===== src/rtl/dp_demod_pkg.sv =====
// Shared types and constants for the dual-mode AM/FM demodulator.
// Holds the FM FSM state enum, sample/output width, the FM period-counter
// ceiling and the signed output saturation limits.
package dp_demod_pkg;

  localparam int unsigned SAMPLE_W = 16;
  localparam int unsigned CNT_W    = 16;

  localparam logic [CNT_W-1:0]           CNT_MAX = 16'hFFFF;
  localparam logic signed [SAMPLE_W-1:0] SAT_MAX = 16'sh7FFF;
  localparam logic signed [SAMPLE_W-1:0] SAT_MIN = 16'sh8000;

  typedef enum logic {
    ST_IDLE    = 1'b0,
    ST_MEASURE = 1'b1
  } fm_state_e;

endpackage


===== src/rtl/dp_demod_am_boxcar.sv =====
// am_boxcar: N_AVG-deep moving average of rectified samples.
// Ports:
//   clk, rst      clock, synchronous active-high reset
//   clear         drop history, sum, pointer and the pending valid
//   rect          rectified sample (unsigned, RW bits)
//   rect_vld      rect is valid this cycle
//   avg           sum / N_AVG (slice of the sum register)
//   avg_vld       avg valid, one cycle per accepted rect
module am_boxcar #(
  parameter int unsigned N_AVG = 16,
  parameter int unsigned RW    = 15
) (
  input  logic          clk,
  input  logic          rst,
  input  logic          clear,
  input  logic [RW-1:0] rect,
  input  logic          rect_vld,
  output logic [RW-1:0] avg,
  output logic          avg_vld
);

  localparam int unsigned AW = (N_AVG > 1) ? $clog2(N_AVG) : 1;
  localparam int unsigned SW = RW + AW;

  logic [RW-1:0] hist_q [N_AVG];
  logic [AW-1:0] ptr_q;
  logic [SW-1:0] sum_q;
  logic          vld_q;

  // Running sum: add the newest sample, retire the one it overwrites.
  // Intermediate may wrap; the final sum always fits SW bits.
  always_ff @(posedge clk) begin
    if (rst || clear) begin
      for (int i = 0; i < int'(N_AVG); i++) hist_q[i] <= '0;
      ptr_q <= '0;
      sum_q <= '0;
      vld_q <= 1'b0;
    end else begin
      vld_q <= rect_vld;
      if (rect_vld) begin
        sum_q         <= sum_q + SW'(rect) - SW'(hist_q[ptr_q]);
        hist_q[ptr_q] <= rect;
        ptr_q         <= (ptr_q == AW'(N_AVG - 1)) ? '0 : ptr_q + AW'(1);
      end
    end
  end

  assign avg     = RW'(sum_q >> AW);
  assign avg_vld = vld_q;

endmodule


===== src/rtl/dp_demod.sv =====
// dp_demod: AM (rectify + boxcar) or FM (period measurement) demodulator.
// Ports:
//   clk, rst      clock, synchronous active-high reset
//   i_data        signed modulated sample, qualified by val_in
//   c_fm_am       mode select, 1 = FM, 0 = AM (registered internally)
//   nom_period    nominal FM carrier period in valid samples
//   o_data        demodulated value, held between results
//   val_out       one-cycle pulse per result
//   ovf           FM period counter sitting at its ceiling
module dp_demod
  import dp_demod_pkg::*;
#(
  parameter int unsigned N_AVG = 16,
  parameter int unsigned W     = SAMPLE_W
) (
  input  logic                 clk,
  input  logic                 rst,
  input  logic signed [W-1:0]  i_data,
  input  logic                 val_in,
  input  logic                 c_fm_am,
  input  logic [CNT_W-1:0]     nom_period,
  output logic signed [W-1:0]  o_data,
  output logic                 val_out,
  output logic                 ovf
);

  localparam int unsigned RW = W - 1;
  localparam int unsigned DW = CNT_W + 1;

  // Mode register; a change flushes both datapaths in the same edge.
  logic mode_q;
  logic mode_chg_c;
  logic am_take_c;
  logic fm_take_c;

  always_ff @(posedge clk) begin
    mode_q <= c_fm_am;
  end

  assign mode_chg_c = (c_fm_am != mode_q);
  assign am_take_c  = val_in && !mode_q && !mode_chg_c;
  assign fm_take_c  = val_in &&  mode_q && !mode_chg_c;

  // AM stage 1: absolute value, most-negative input clamps to full scale.
  logic [RW-1:0] rect_c;
  logic [RW-1:0] rect_q;
  logic          rect_vld_q;

  always_comb begin
    rect_c = RW'(i_data);
    if (i_data == W'(SAT_MIN)) rect_c = RW'(SAT_MAX);
    else if (i_data[W-1])      rect_c = RW'(-i_data);
  end

  always_ff @(posedge clk) begin
    if (rst || mode_chg_c) begin
      rect_q     <= '0;
      rect_vld_q <= 1'b0;
    end else begin
      rect_vld_q <= am_take_c;
      if (am_take_c) rect_q <= rect_c;
    end
  end

  // AM stage 2: moving average.
  logic [RW-1:0] avg;
  logic          avg_vld;

  am_boxcar #(
    .N_AVG (N_AVG),
    .RW    (RW)
  ) u_boxcar (
    .clk      (clk),
    .rst      (rst),
    .clear    (mode_chg_c),
    .rect     (rect_q),
    .rect_vld (rect_vld_q),
    .avg      (avg),
    .avg_vld  (avg_vld)
  );

  // FM: rising zero crossing on consecutive valid samples.
  fm_state_e        state_q;
  logic             prev_neg_q;
  logic [CNT_W-1:0] cnt_q;
  logic [CNT_W-1:0] cnt_at_q;
  logic             cross_q;
  logic             cross_c;

  assign cross_c = fm_take_c && prev_neg_q && !i_data[W-1];

  // FM FSM and period counter; the first crossing only arms measurement.
  always_ff @(posedge clk) begin
    if (rst || mode_chg_c) begin
      state_q    <= ST_IDLE;
      prev_neg_q <= 1'b0;
      cnt_q      <= '0;
      cnt_at_q   <= '0;
      cross_q    <= 1'b0;
      ovf        <= 1'b0;
    end else begin
      cross_q <= 1'b0;
      if (fm_take_c) begin
        prev_neg_q <= i_data[W-1];
        if (cross_c) begin
          state_q  <= ST_MEASURE;
          cnt_q    <= CNT_W'(1);
          cnt_at_q <= cnt_q;
          cross_q  <= (state_q == ST_MEASURE);
          ovf      <= 1'b0;
        end else if (state_q == ST_MEASURE && cnt_q != CNT_MAX) begin
          cnt_q <= cnt_q + CNT_W'(1);
          ovf   <= (cnt_q == CNT_MAX - CNT_W'(1));
        end
      end
    end
  end

  // FM result: nominal minus measured period, clamped to the output range.
  logic signed [DW-1:0] fm_diff_c;
  logic signed [W-1:0]  fm_sat_c;

  always_comb begin
    fm_diff_c = $signed({1'b0, nom_period}) - $signed({1'b0, cnt_at_q});
    fm_sat_c  = W'(fm_diff_c);
    if (fm_diff_c > $signed(DW'(SAT_MAX)))      fm_sat_c = W'(SAT_MAX);
    else if (fm_diff_c < $signed(DW'(SAT_MIN))) fm_sat_c = W'(SAT_MIN);
  end

  // Output register; o_data holds across idle cycles and mode changes.
  always_ff @(posedge clk) begin
    if (rst) begin
      o_data  <= '0;
      val_out <= 1'b0;
    end else if (mode_chg_c) begin
      val_out <= 1'b0;
    end else begin
      val_out <= avg_vld || cross_q;
      if (avg_vld)      o_data <= $signed({1'b0, avg});
      else if (cross_q) o_data <= fm_sat_c;
    end
  end

endmodule


===== config.mk =====
export PLATFORM = sky130hd
export DESIGN_NAME = dp_demod
export DESIGN_NICKNAME = d
export VERILOG_FILES = /design/src/rtl/dp_demod_pkg.sv /design/src/rtl/dp_demod_am_boxcar.sv /design/src/rtl/dp_demod.sv
export SDC_FILE = /design/constraint.sdc
export NUM_CORES = 1
export LEC_CHECK = 0
export BUFFER_PORTS_ARGS = -buffer_cell sky130_fd_sc_hd__buf_2
export CORE_ASPECT_RATIO = 1.4
export CORE_MARGIN = 2
export CORE_UTILIZATION = 35
export DETAILED_ROUTE_END_ITERATION = 12
export GPL_ROUTABILITY_DRIVEN = 0
export PLACE_DENSITY = 0.51
export SLEW_MARGIN = 5
export SYNTH_ARGS = -nofsm -noshare
export SYNTH_HDL_FRONTEND = slang
export SYNTH_HIERARCHICAL = 1
export SYNTH_SLANG_ARGS = --single-unit

===== constraint.sdc =====
create_clock -name clk -period 4.75 [get_ports clk]
set_input_delay 0.475 -clock clk [delete_from_list [all_inputs] [get_ports clk]]
set_output_delay 0.475 -clock clk [all_outputs]
set_load 0.03 [all_outputs]

After elaboration in Yosys (flattened, before gate mapping) --
Memories as Yosys holds them, arrays and structs flattened. A register that Yosys moved wholly into a read port is not among the register bits. Index checks and enable logic that the tools add are counted. Widths: inputs -> output; s select.
Cells by class: magnitude comparators 2, equality and inequality tests 5, bitwise operators 3, add/sub/neg operators 6, multiplexer cells 21, reductions and logical operators 20
Operators with widths (number):
- $mux 16 | 6
- $mux 15 | 3
- $eq 16x16->1 const B | 2
- $add 19x15->19 | 1
- $sub 19x15->19 | 1
- $gt 17x16->1 const B | 1
- $lt 17x16->1 const B | 1
- $sub 16x16->17 | 1
- $add 16x1->16 const B | 1
- $mux 4 | 4
- $ne 16x16->1 const B | 1
- $neg 15->15 | 1
- $reduce_or 15->1 | 1
- $mux 1 | 8
- $logic_and 1x1->1 | 7
- $reduce_and 2->1 | 3
- $add 4x1->4 const B | 1
- $eq 4x4->1 const B | 1
- $reduce_bool 2->1 | 2
- $logic_not 1->1 | 3
- $not 1->1 | 3
- $reduce_or 3->1 | 1
- $logic_or 1x1->1 | 2
- $reduce_or 2->1 | 1
- $ne 1x1->1 | 1
Storage, ports and cells: RAM bits 240, output and inout bits 18, register bits 94, input port bits 36, memories kept 1, word-level logic and storage cells 72
Memories:
- u_boxcar.hist_q | depth 16, width 15, read ports 1, clocked after memory_dff 1, write ports 16, line dp_demod_am_boxcar.sv:25 | logic [RW-1:0] hist_q [N_AVG];

Longest topological paths before layout --
Gate-level depths: netlist (run 1).
depth after elaboration 7, mapped depth 14

Hierarchy --
The synthesis (run 1) kept the hierarchy.
By module, submodules not included:
- am_boxcar | times used 1, area an instance 13431.6 um2, cells each 991
- dp_demod | times used 1, area an instance 3983.8 um2, cells each 494

Least setup slack after synthesis (run 1) --
OpenSTA, ideal clock, no wires.
path type reg-to-reg, from register (tool-made name), to register u_boxcar.sum_q[18], period minus slack after synthesis 4128 ps, path buffers 3, cell stages (with the launch flop) 15, arrival time 3998 ps, path slack 622 ps, cells stage by stage dfxtp_1 clkbuf_1 buf_2 mux4_2 mux4_2 fa_1 inv_1 ha_1 buf_6 a211o_1 a31o_1 or4b_4 nor3_2 o31a_2 nor3_2
RTL lines:
- end signal, assigned | line dp_demod_am_boxcar.sv:41 | sum_q <= sum_q + SW'(rect) - SW'(hist_q[ptr_q]);
- end, declared | line dp_demod_am_boxcar.sv:27 | logic [SW-1:0] sum_q;

==> metrics, run 1 <==
status=complete, no violations; CTS tree=yes; vias in the first global route=12,900; startpoint types=flop; crit-path cells=buf_4 > mux4_2 > mux4_2 > fa_1 > inv_1 > ha_1 > a211o_1 > a31o_1 > or4b_4 > nor3_2 > o31a_2 > nor3_2; Clock Skew=0.0247 ns; Root Driver=clkbuf_16; fin. max-slew vios=0; I/O pin total=54; worst min path class=primary input to flop; Initial Util=between 30% and 40%; mean routed wirelength per cell=25.0 um; largest net degree at the start of global routing=61; buffers plus inverters on the worst setup path=2; Setup-failing EPs final=0; first-pass GRT wire length=81.3 mm; Rel. slew slack=between 10% and 20%; clk_lat worst skew=0.54 ns; Seq/Total Area, Yosys=between 50% and 60%; highest-count cells in the layout ignoring fill and taps=edfxtp_1 (240), and3_1 (98), dfxtp_1 (95), nand2_1 (85), mux4_2 (75); initial antenna violation count=2; commonest non-fill, non-tap cell in the layout=edfxtp_1; Final ANT Viol Nets=0; Final min period=4.33 ns; ratio of cells with drive above 1 in the final layout=17.7%; number of synthesized flops with an enable pin=240; TritonCTS Sinks=around 340; Unique masters post-synth=73; hold buffers post-CTS=0; Max Freq=231 MHz; Multi-input gate area=7360 um^2; Die H=268 um; area delta synth->final=12.0%; worst hold slack=~0.11 ns; CP delay by family, top=multiplexers; Crit path arrival time=around 4.7 ns; fin util=between 30 and 40%; top_reg_cell synth=edfxtp_1; Synth Instances=1,485; highest metal used=met5; Num CTS Buffers=36; Mapped Area=around 17,000 um^2; gr ovfl total=0; Tot GR Track Use=21.3%; Detailed Routing Iterations Pass 1=5; PwrDens=353 nW/um^2; Detail Route met2 WL=roughly 29 mm; Leak Pwr=0.00723 uW; Worst Path Max Fanout=11; # H-tree levels=2; Worst path depth=12; clk slew on worst S/H paths=roughly 0.06 ns; critical path class=flop to flop; DRC=0; DR vias=12,500; clk buf depth=3; WL met1=between 20 and 25 mm; period utilization=around nine tenths; Worst IR Drop VDD=about 0.00027 V; worst slew pin tran=1.33 ns; drt via density=5.77; met3 WL post-DR=a little over 3 mm; R2R depth=12; Synth warnings=6; final setup TNS=0 ns; drt first-iter violations=976; Register Area=9180 um^2; CP max stage cell=mux4_2; Die ar.=51,600 um^2; Filler cells=4,680; proportion of netlist area held by the largest area contributor=41.4%; worst r2r dst=u_boxcar/sum_q[18]$_SDFFE_PP0P_; Max-cap violations=0; Syn Nets=approximately 1,600; port bufs=53; count of final hold-check violations=0; core area=49,100 um^2; Async SR Flop Fraction=0%; RSZ-0062 raised after global routing=no; die width=slightly below 200 um; Layout Nets=1,592; Max stage delay on crit path=approximately 0.53 ns; num rows=96; post-synth top area cell=edfxtp_1; ranking of synthesized cells by area=edfxtp_1 (41%), dfxtp_1 (11%), mux4_2 (9.7%); total wire length=54.0 mm; CTS resizes=0; worst setup path end=u_boxcar/sum_q[18]$_SDFFE_PP0P_; register bit total from synthesis=between 300 and 400; postcts setup bufs=0; Worst setup EP type=flop; Detailed Place HPWL=roughly 36 mm; r2r setup slk=0.42 ns; CP required=5.15 ns; Syn Area/Cell=roughly 12 um^2
-- flip-flops by register name, summed over array words and instances (netlist names), named ones only --
| register | cells |
|---|---|
| ovf | 1 |
| cross_q | 1 |
| u_boxcar/avg_vld | 1 |
| cnt_at_q | 16 |
| prev_neg_q | 1 |
| mode_q | 1 |
| cnt_q | 16 |
| u_boxcar/hist_q | 240 |
| u_boxcar/ptr_q | 4 |
| state_q | 1 |
| rect_vld_q | 1 |
| rect_q | 15 |
| o_data | 16 |
| u_boxcar/sum_q | 19 |
| val_out | 1 |
-- synth_stat cells (15+ instances only) --
cell type    n
edfxtp_1   240
and3_1      98
dfxtp_1     98
nand2_1     85
clkbuf_1    84
mux4_2      75
inv_1       73
a21oi_1     72
nor4_1      70
nor3_1      69
nor2_1      61
o21ai_0     57
ha_1        43
and2_1      38
xor2_1      25
xnor2_1     19
buf_4       17
a211oi_1    16
a21o_1      16
fa_1        16
nand3_1     16
nand4_1     16
inv_2       15
-- layout make-up --
cell class	instances	share of cell area [%]
flip-flops and latches	338	47.0
multi-input cells	933	37.7
clock buffers	44	5.09
well taps	637	4.09
repair buffers	100	3.36
inverters	88	1.69
clock inverters	21	1.01
diodes	1	0.0128
-- kinds of logic after synthesis --
family,Yosys count,share of synthesized area (%)
buffers and inverters,214,5.18
AOI/OAI and AO/OA,238,8.80
DFF,338,52.6
and+or+nand+nor,501,15.6
xor gates and xnor gates,44,2.21
adders and majority gates,60,4.99
muxes,90,10.6
-- power breakdown --
| part | internal, uW | switching (uW) | leakage (uW) | total (uW) |
|---|---|---|---|---|
| clock network | 1660 | 1220 | 0.000583 | 2870 |
| registers | 3300 | 57.9 | 0.00347 | 3360 |
| logic | 229 | 427 | 0.00318 | 656 |
| total | 5180 | 1700 | 0.00723 | 6880 |
-- stage by stage --
| step | instances | cell area, um^2 | power, uW | worst slack [ns] |
|---|---|---|---|---|
| finish | 2162 | 19500 | 6880 | 0.419 |
| global route | 2161 | 19500 | 7100 | 0.214 |
| CTS | 2161 | 19500 | 6950 | 0.409 |
| detailed placement | 2096 | 18300 | 4070 | 0.430 |
| global placement | 2096 | 18300 | 4070 | 0.436 |
| floorplan | 1485 | 17400 | 3820 | 0.622 |
-- per-layer routing --
layer,GRT usage (%),vias to the layer above
met5,0,-
met4,8.31,2
met3,3.15,106
met2,39.1,465
met1,24.7,6284
li1,-,5613
-- worst min path at each step --
stage / depth (start not counted) / startpoint / end / slack (ns)
after floorplan: 2 / cnt_at_q[10]$_SDFFE_PP0P_ / cnt_at_q[10]$_SDFFE_PP0P_ / 0.44
after global placement: 2 / cnt_at_q[11]$_SDFFE_PP0P_ / cnt_at_q[11]$_SDFFE_PP0P_ / 0.44
after detailed placement: 2 / cnt_at_q[4]$_SDFFE_PP0P_ / cnt_at_q[4]$_SDFFE_PP0P_ / 0.45
after CTS: 1 / c_fm_am / mode_q$_DFF_P_ / 0.1
after global routing: 1 / c_fm_am / mode_q$_DFF_P_ / 0.11
final: 1 / c_fm_am / mode_q$_DFF_P_ / 0.11
Power figures use the tool's default switching activity.
==> inputs of run 2 (changes only) <==
Settings changed: CORE_UTILIZATION 35 to 63, PLACE_DENSITY 0.51 to 0.82, REMOVE_ABC_BUFFERS set to 1.
==> run 2 against run 1 <==
Effect of this change: sequential power hardly changed; final area fell by 2.4%; maximum frequency rose by 0.17%; first-iteration DRC count is 30% higher; clock power fell by 8.4%; largest power group unchanged.
==> metrics, run 2 (synthesized netlist as in run 1, its figures left out) <==
CTS tree=yes; Die ar.=29,000 um^2 (-44%); RSZ-0062 raised after global routing=no; CP max stage cell=dfxtp_4; worst slew pin tran=1.13 ns (-0.201 ns); clk buf depth=3 (unchanged); Worst setup EP type=flop; placed instance area=18,000 um^2 (-2.0%); drt first-iter violations=1,270 (+30%); Worst IR Drop VDD=0.000271 V (-0.51%); Max Freq=231 MHz (+0.17%); Filler cells=1,943 (-58%); num rows=72 (-25%); Num CTS Buffers=31 (-14%); Root Driver=clkbuf_16; postcts setup bufs=0 (unchanged); total wire length=45.0 mm (-17%); I/O pin total=54 (unchanged); status=complete, no violations; core area=27,400 um^2 (-44%); Clock Skew=0.0172 ns (-0.00753 ns); Detailed Routing Iterations Pass 1=6 (+1); Final ANT Viol Nets=0 (unchanged); largest net degree at the start of global routing=73 (+20%); commonest non-fill, non-tap cell in the layout=edfxtp_1; hold buffers post-CTS=0 (unchanged); die width=145 um (-25%); period utilization=91.0% (-0.16 points); Setup-failing EPs final=0 (unchanged); Worst Path Max Fanout=15 (+4); diode count=0 (-1); gr ovfl total=0 (unchanged); count of final hold-check violations=0 (unchanged); Max stage delay on crit path=0.56 ns (+0.03 ns); initial antenna violation count=1 (-1); Max-cap violations=0 (unchanged); first-pass GRT wire length=69.4 mm (-15%); fin area=19,000 um^2 (-2.4%); port bufs=53 (unchanged); clk slew on worst S/H paths=0.07 ns (about the same); Final min period=4.32 ns (-0.00740 ns); Most flops, register=u_boxcar/hist_q; worst hold slack=0.0768 ns (-0.0344 ns); Tot GR Track Use=31.0% (+9.7 points); TritonCTS Sinks=338 (unchanged); Die H=201 um (-25%); Leak Pwr=0.00715 uW (-1.1%); vias in the first global route=12,700 (-1.2%); max reg flops=240 (unchanged); Rel. slew slack=24.0% (+13 points); worst min path class=primary input to flop; CP required=5.19 ns (+0.04 ns); CTS resizes=0 (unchanged); buffers plus inverters on the worst setup path=2 (unchanged); Crit path arrival time=4.76 ns (+0.02 ns); Layout Nets=1,582 (-0.63%); DR vias=12,700 (+1.7%); Initial Util=63.6% (+28 points); CP delay by family, top=multiplexers; fin. max-slew vios=0 (unchanged); area delta synth->final=9.30%; critical path class=flop to flop; DRC=0 (unchanged); mean routed wirelength per cell=23.9 um (-4.4%); highest-count cells in the layout ignoring fill and taps=edfxtp_1 (240), and3_1 (98), dfxtp_1 (95), nand2_1 (85); Detailed Place HPWL=30.8 mm (-14%); crit-path cells=buf_12 > mux4_2 > mux4_2 > fa_1 > inv_1 > ha_1 > or2_1 > a31o_1 > or4b_4 > nor3_2 > o31a_2 > nor3_2; # H-tree levels=1 (-1); clk_lat worst skew=0.59 ns (+0.05 ns); drt via density=6.74 (+17%); ratio of cells with drive above 1 in the final layout=17.3% (-0.45 points); PwrDens=348 nW/um^2 (-1.5%); Largest regs=u_boxcar/hist_q (240), u_boxcar/sum_q (19); startpoint types=flop
[run 2: cell count changes in the layout (fill, tap and decap cells not counted)]
cell       delta
buf_4         -6
clkbuf_16     -6
clkinv_1      -6
clkinv_2      -6
inv_6         +4
clkinv_4      +3
inv_1         +2
buf_12        +1
bufinv_16     +1
clkbuf_1      +1
clkinv_8      -1
diode_2       -1
inv_4         +1
[run 2: worst register-to-register path, delay by kind of cell (launching register included)]
| family | cells | cell delay, ns |
|---|---|---|
| flops | 1 | 0.56 |
| buf+inv | 2 | 0.29 |
| mux | 2 | 1.06 |
| compound gates | 2 | 0.41 |
| simple gates | 4 | 0.97 |
| fa+ha+maj | 2 | 0.88 |
[run 2: per-stage QoR]
step	util [%]	std cells	setup WS, ns	total power, uW	setup TNS [ns]
6_report	69.5	1882	0.426	6620	0
3_3_place_gp	65.6	1824	0.577	4000	0
3_5_place_dp	65.6	1824	0.477	4030	0
5_1_grt	69.5	1882	0.278	6780	0
4_1_cts	69.5	1882	0.468	6610	0
2_1_floorplan	-	1359	-1.35	3800	-29.59
[run 2: per-layer routing]
layer | vias up | global-route usage, % | wire length, um
met5 | - | 0 | 11
met4 | 2 | 16.2 | 2370
met3 | 165 | 5.44 | 4220
met2 | 807 | 53.3 | 23100
met1 | 6131 | 37.0 | 15200
li1 | 5583 | - | -
[run 2: path summary, 6_finish.rpt]
check                                    endpoint  cells past startpoint                 startpoint  slack (ns)
setup / recovery  u_boxcar/sum_q[18]$_SDFFE_PP0P_                     12                       flop        0.43
hold / removal                     mode_q$_DFF_P_                      1                    c_fm_am        0.08
setup reg to reg  u_boxcar/sum_q[18]$_SDFFE_PP0P_                     12                       flop        0.43
hold reg to reg         cnt_at_q[13]$_SDFFE_PP0P_                      2  cnt_at_q[13]$_SDFFE_PP0P_        0.46
[run 2: report_power, final]
| group | switching, uW | internal, uW |
|---|---|---|
| combinational | 395 | 229 |
| sequential | 61.4 | 3300 |
| clock | 1140 | 1500 |
[run 2: area by class of cell]
cell class                 count  area (um^2)  share of cell area [%]
sequential                   338         9180                    48.2
multi-input combinational    933         7360                    38.7
clock buffer                  39          846                    4.44
timing repair buffer          95          631                    3.31
tap                          370          463                    2.43
inverter                      88          330                    1.74
clock inverter                19          233                    1.22
==> inputs of run 3 (changes only) <==
--- a/config.mk
+++ b/config.mk
@@ -9,7 +9,6 @@
 export CORE_ASPECT_RATIO = 1.4
-export CORE_MARGIN = 2
-export CORE_UTILIZATION = 63
+export CORE_UTILIZATION = 45
 export DETAILED_ROUTE_END_ITERATION = 12
 export GPL_ROUTABILITY_DRIVEN = 0
-export PLACE_DENSITY = 0.82
+export PLACE_DENSITY = 0.62
 export REMOVE_ABC_BUFFERS = 1
--- a/constraint.sdc
+++ b/constraint.sdc
@@ -3,2 +3,2 @@
 set_output_delay 0.475 -clock clk [all_outputs]
-set_load 0.03 [all_outputs]
+set_load 0.01 [all_outputs]
==> run 3 against run 2 <==
Effect of this change: critical path depth did not move; sequential cell count unchanged; non-clock buffer count is 1 lower; sequential share of layout area fell by 0.36 points; combinational power shrank 2%; global-route usage down 8.0 points; critical endpoint is now u_boxcar/sum_q[16]$_SDFFE_PP0P_; hold slack better by 0.054 ns; register-to-register slack gained 0.07 ns; clock-buffer cell count up 13; critical path type unchanged; routed wire length decreased by 1.4%; highest routed layer unchanged; clock power hardly changed; maximum frequency increased by 1.6%.
==> metrics, run 3 (synthesized netlist as in run 1, its figures left out) <==
ratio of cells with drive above 1 in the final layout=17.0% (-0.24 points); first-pass GRT wire length=70.6 mm (+1.7%); clock network fraction of design power=40.0% (+0.2 points); DR vias=12,200 (-4.1%); hold endpoint=mode_q$_DFF_P_; Most flops, register=u_boxcar/hist_q; gr ovfl total=0 (unchanged); Max-cap violations=0 (unchanged); r2r setup slk=0.50 ns (+0.07 ns); Worst IR Drop VDD=0.000211 V (-22%); worst hold slack=0.131 ns (+0.0545 ns); status=complete, no violations; Net Sw Power=1600 uW (+0.20%); clk buf depth=3 (unchanged); Internal=5020 uW (about the same); startpoint types=flop; postcts setup bufs=0 (unchanged); Die H=235 um (+17%); commonest non-fill, non-tap cell in the layout=edfxtp_1; Seq pwr share=50.7% (about the same); Gate power share=9.3% (about the same); RSZ-0062 raised after global routing=no; Place WS=0.512 ns (+0.0357 ns); core area=37,800 um^2 (+38%); worst hold path depth=1 (unchanged); largest net degree at the start of global routing=73 (unchanged); Final ANT Viol Nets=0 (unchanged); TritonCTS Sinks=338 (unchanged); Num CTS Buffers=35 (+13%); CTS tree=yes; port bufs=53 (unchanged); vias in the first global route=12,300 (-3.4%); post-route setup slack=0.496 ns (+0.0694 ns); Leak Pwr=0.00714 uW (-0.14%); diode count=0 (unchanged); Rel. slew slack=20.8% (-3.2 points); CP required=5.22 ns (+0.03 ns); drt first-iter violations=1,024 (-19%); I/O pin total=54 (unchanged); Max Freq=235 MHz (+1.6%); worst r2r dst=u_boxcar/sum_q[16]$_SDFFE_PP0P_; highest-count cells in the layout ignoring fill and taps=edfxtp_1 (240), and3_1 (98), dfxtp_1 (95), nand2_1 (85), mux4_2 (75); Worst setup EP type=flop; Layout Nets=1,585 (+0.19%); Root Driver=clkbuf_16; Clock Skew=0.0153 ns (-0.00188 ns); drt via density=6.12 (-9.3%); area delta synth->final=10.1%; period utilization=89.6% (-1.5 points); clk_lat worst skew=0.53 ns (-0.06 ns); Power Total=6620 uW (about the same); PwrDens=345 nW/um^2 (-0.73%); sw frac=24.1% (+0.044 points); num rows=84 (+17%); CTS resizes=0 (unchanged); Crit path arrival time=4.73 ns (-0.03 ns); critical path class=flop to flop; Final min period=4.25 ns (-0.0694 ns); R2R depth=12 (unchanged); worst slew pin tran=1.18 ns (+0.0472 ns); min-delay src=c_fm_am; fin. max-slew vios=0 (unchanged); Detailed Routing Iterations Pass 1=7 (+1); # H-tree levels=2 (+1); Largest regs=u_boxcar/hist_q (240), u_boxcar/sum_q (19); Setup-failing EPs final=0 (unchanged); total wire length=44.3 mm (-1.4%); hold buffers post-CTS=0 (unchanged); Detailed Place HPWL=31.7 mm (+2.9%); initial antenna violation count=3 (+2); count of final hold-check violations=0 (unchanged); DRC=0 (unchanged); Die ar.=39,500 um^2 (+36%); clk slew on worst S/H paths=0.06 ns (about the same); mean routed wirelength per cell=22.3 um (-6.7%); Worst Path Max Fanout=21 (+6); Filler cells=3,318 (+71%); die width=168 um (+16%); worst min path class=primary input to flop; Initial Util=46.0% (-18 points); max reg flops=240 (unchanged); Tot GR Track Use=23.0% (-8.0 points)
[run 3: cell types whose count changed in the layout (fill, tap and decap cells not counted), sizes merged]
cell / previous run / this run
buf: 95 / 94
bufinv: 4 / 0
clkbuf: 39 / 52
clkinv: 5 / 4
clkinvlp: 2 / 4
inv: 96 / 91
[run 3: worst max-delay path by stage]
stage / start / end
6_report: flop / u_boxcar/sum_q[16]$_SDFFE_PP0P_
5_1_grt: flop / u_boxcar/sum_q[18]$_SDFFE_PP0P_
4_1_cts: flop / u_boxcar/sum_q[16]$_SDFFE_PP0P_
3_5_place_dp: flop / u_boxcar/sum_q[16]$_SDFFE_PP0P_
3_3_place_gp: flop / u_boxcar/sum_q[16]$_SDFFE_PP0P_
2_1_floorplan: flop / u_boxcar/sum_q[18]$_SDFFE_PP0P_
[run 3: per-stage QoR]
stage	cells	cell area (um^2)	setup TNS, ns	util (%)
2_1_floorplan	1359	16800	-29.59	-
3_3_place_gp	1926	18100	0	47.8
3_5_place_dp	1926	18100	0	47.8
4_1_cts	1989	19200	0	50.7
5_1_grt	1989	19200	0	50.7
6_report	1989	19200	0	50.7
[run 3: final cells by class]
class	instances	area [um^2]	share of cell area, %
Timing Repair Buffer	94	623	3.25
Inverter	88	330	1.72
Multi-Input combinational cell	933	7360	38.4
Tap cell	473	592	3.09
Clock inverter	11	87.6	0.457
Sequential cell	338	9180	47.8
Clock buffer	52	1010	5.28
[run 3: metal layers]
layer	up-vias	part of all wire (%)	GRT usage (%)
li1	5591	-	-
met1	6075	39	27.5
met2	401	52	41.6
met3	96	5.3	2.83
met4	4	3.4	9.26
met5	-	0.061	0
[run 3: power by group through the flow]
stage                     sequential, uW  combinational (uW)  clock [uW]
after floorplan                     3390                 407           0
after global placement              3410                 601           0
after detailed placement            3420                 609           0
after CTS                           3350                 612        2710
after global routing                3370                 668        2810
final                               3360                 614        2650
[run 3: critical path, stage by stage (launching register included)]
cell and delay [ns]:
dfxtp_4 0.59, buf_12 0.26, mux4_2 0.53, mux4_2 0.49
fa_1 0.49, inv_1 0.04, ha_1 0.33, a21o_1 0.15
nand4_1 0.22, a211oi_2 0.42, nor3_1 0.13, or4_1 0.41
nand3_1 0.09
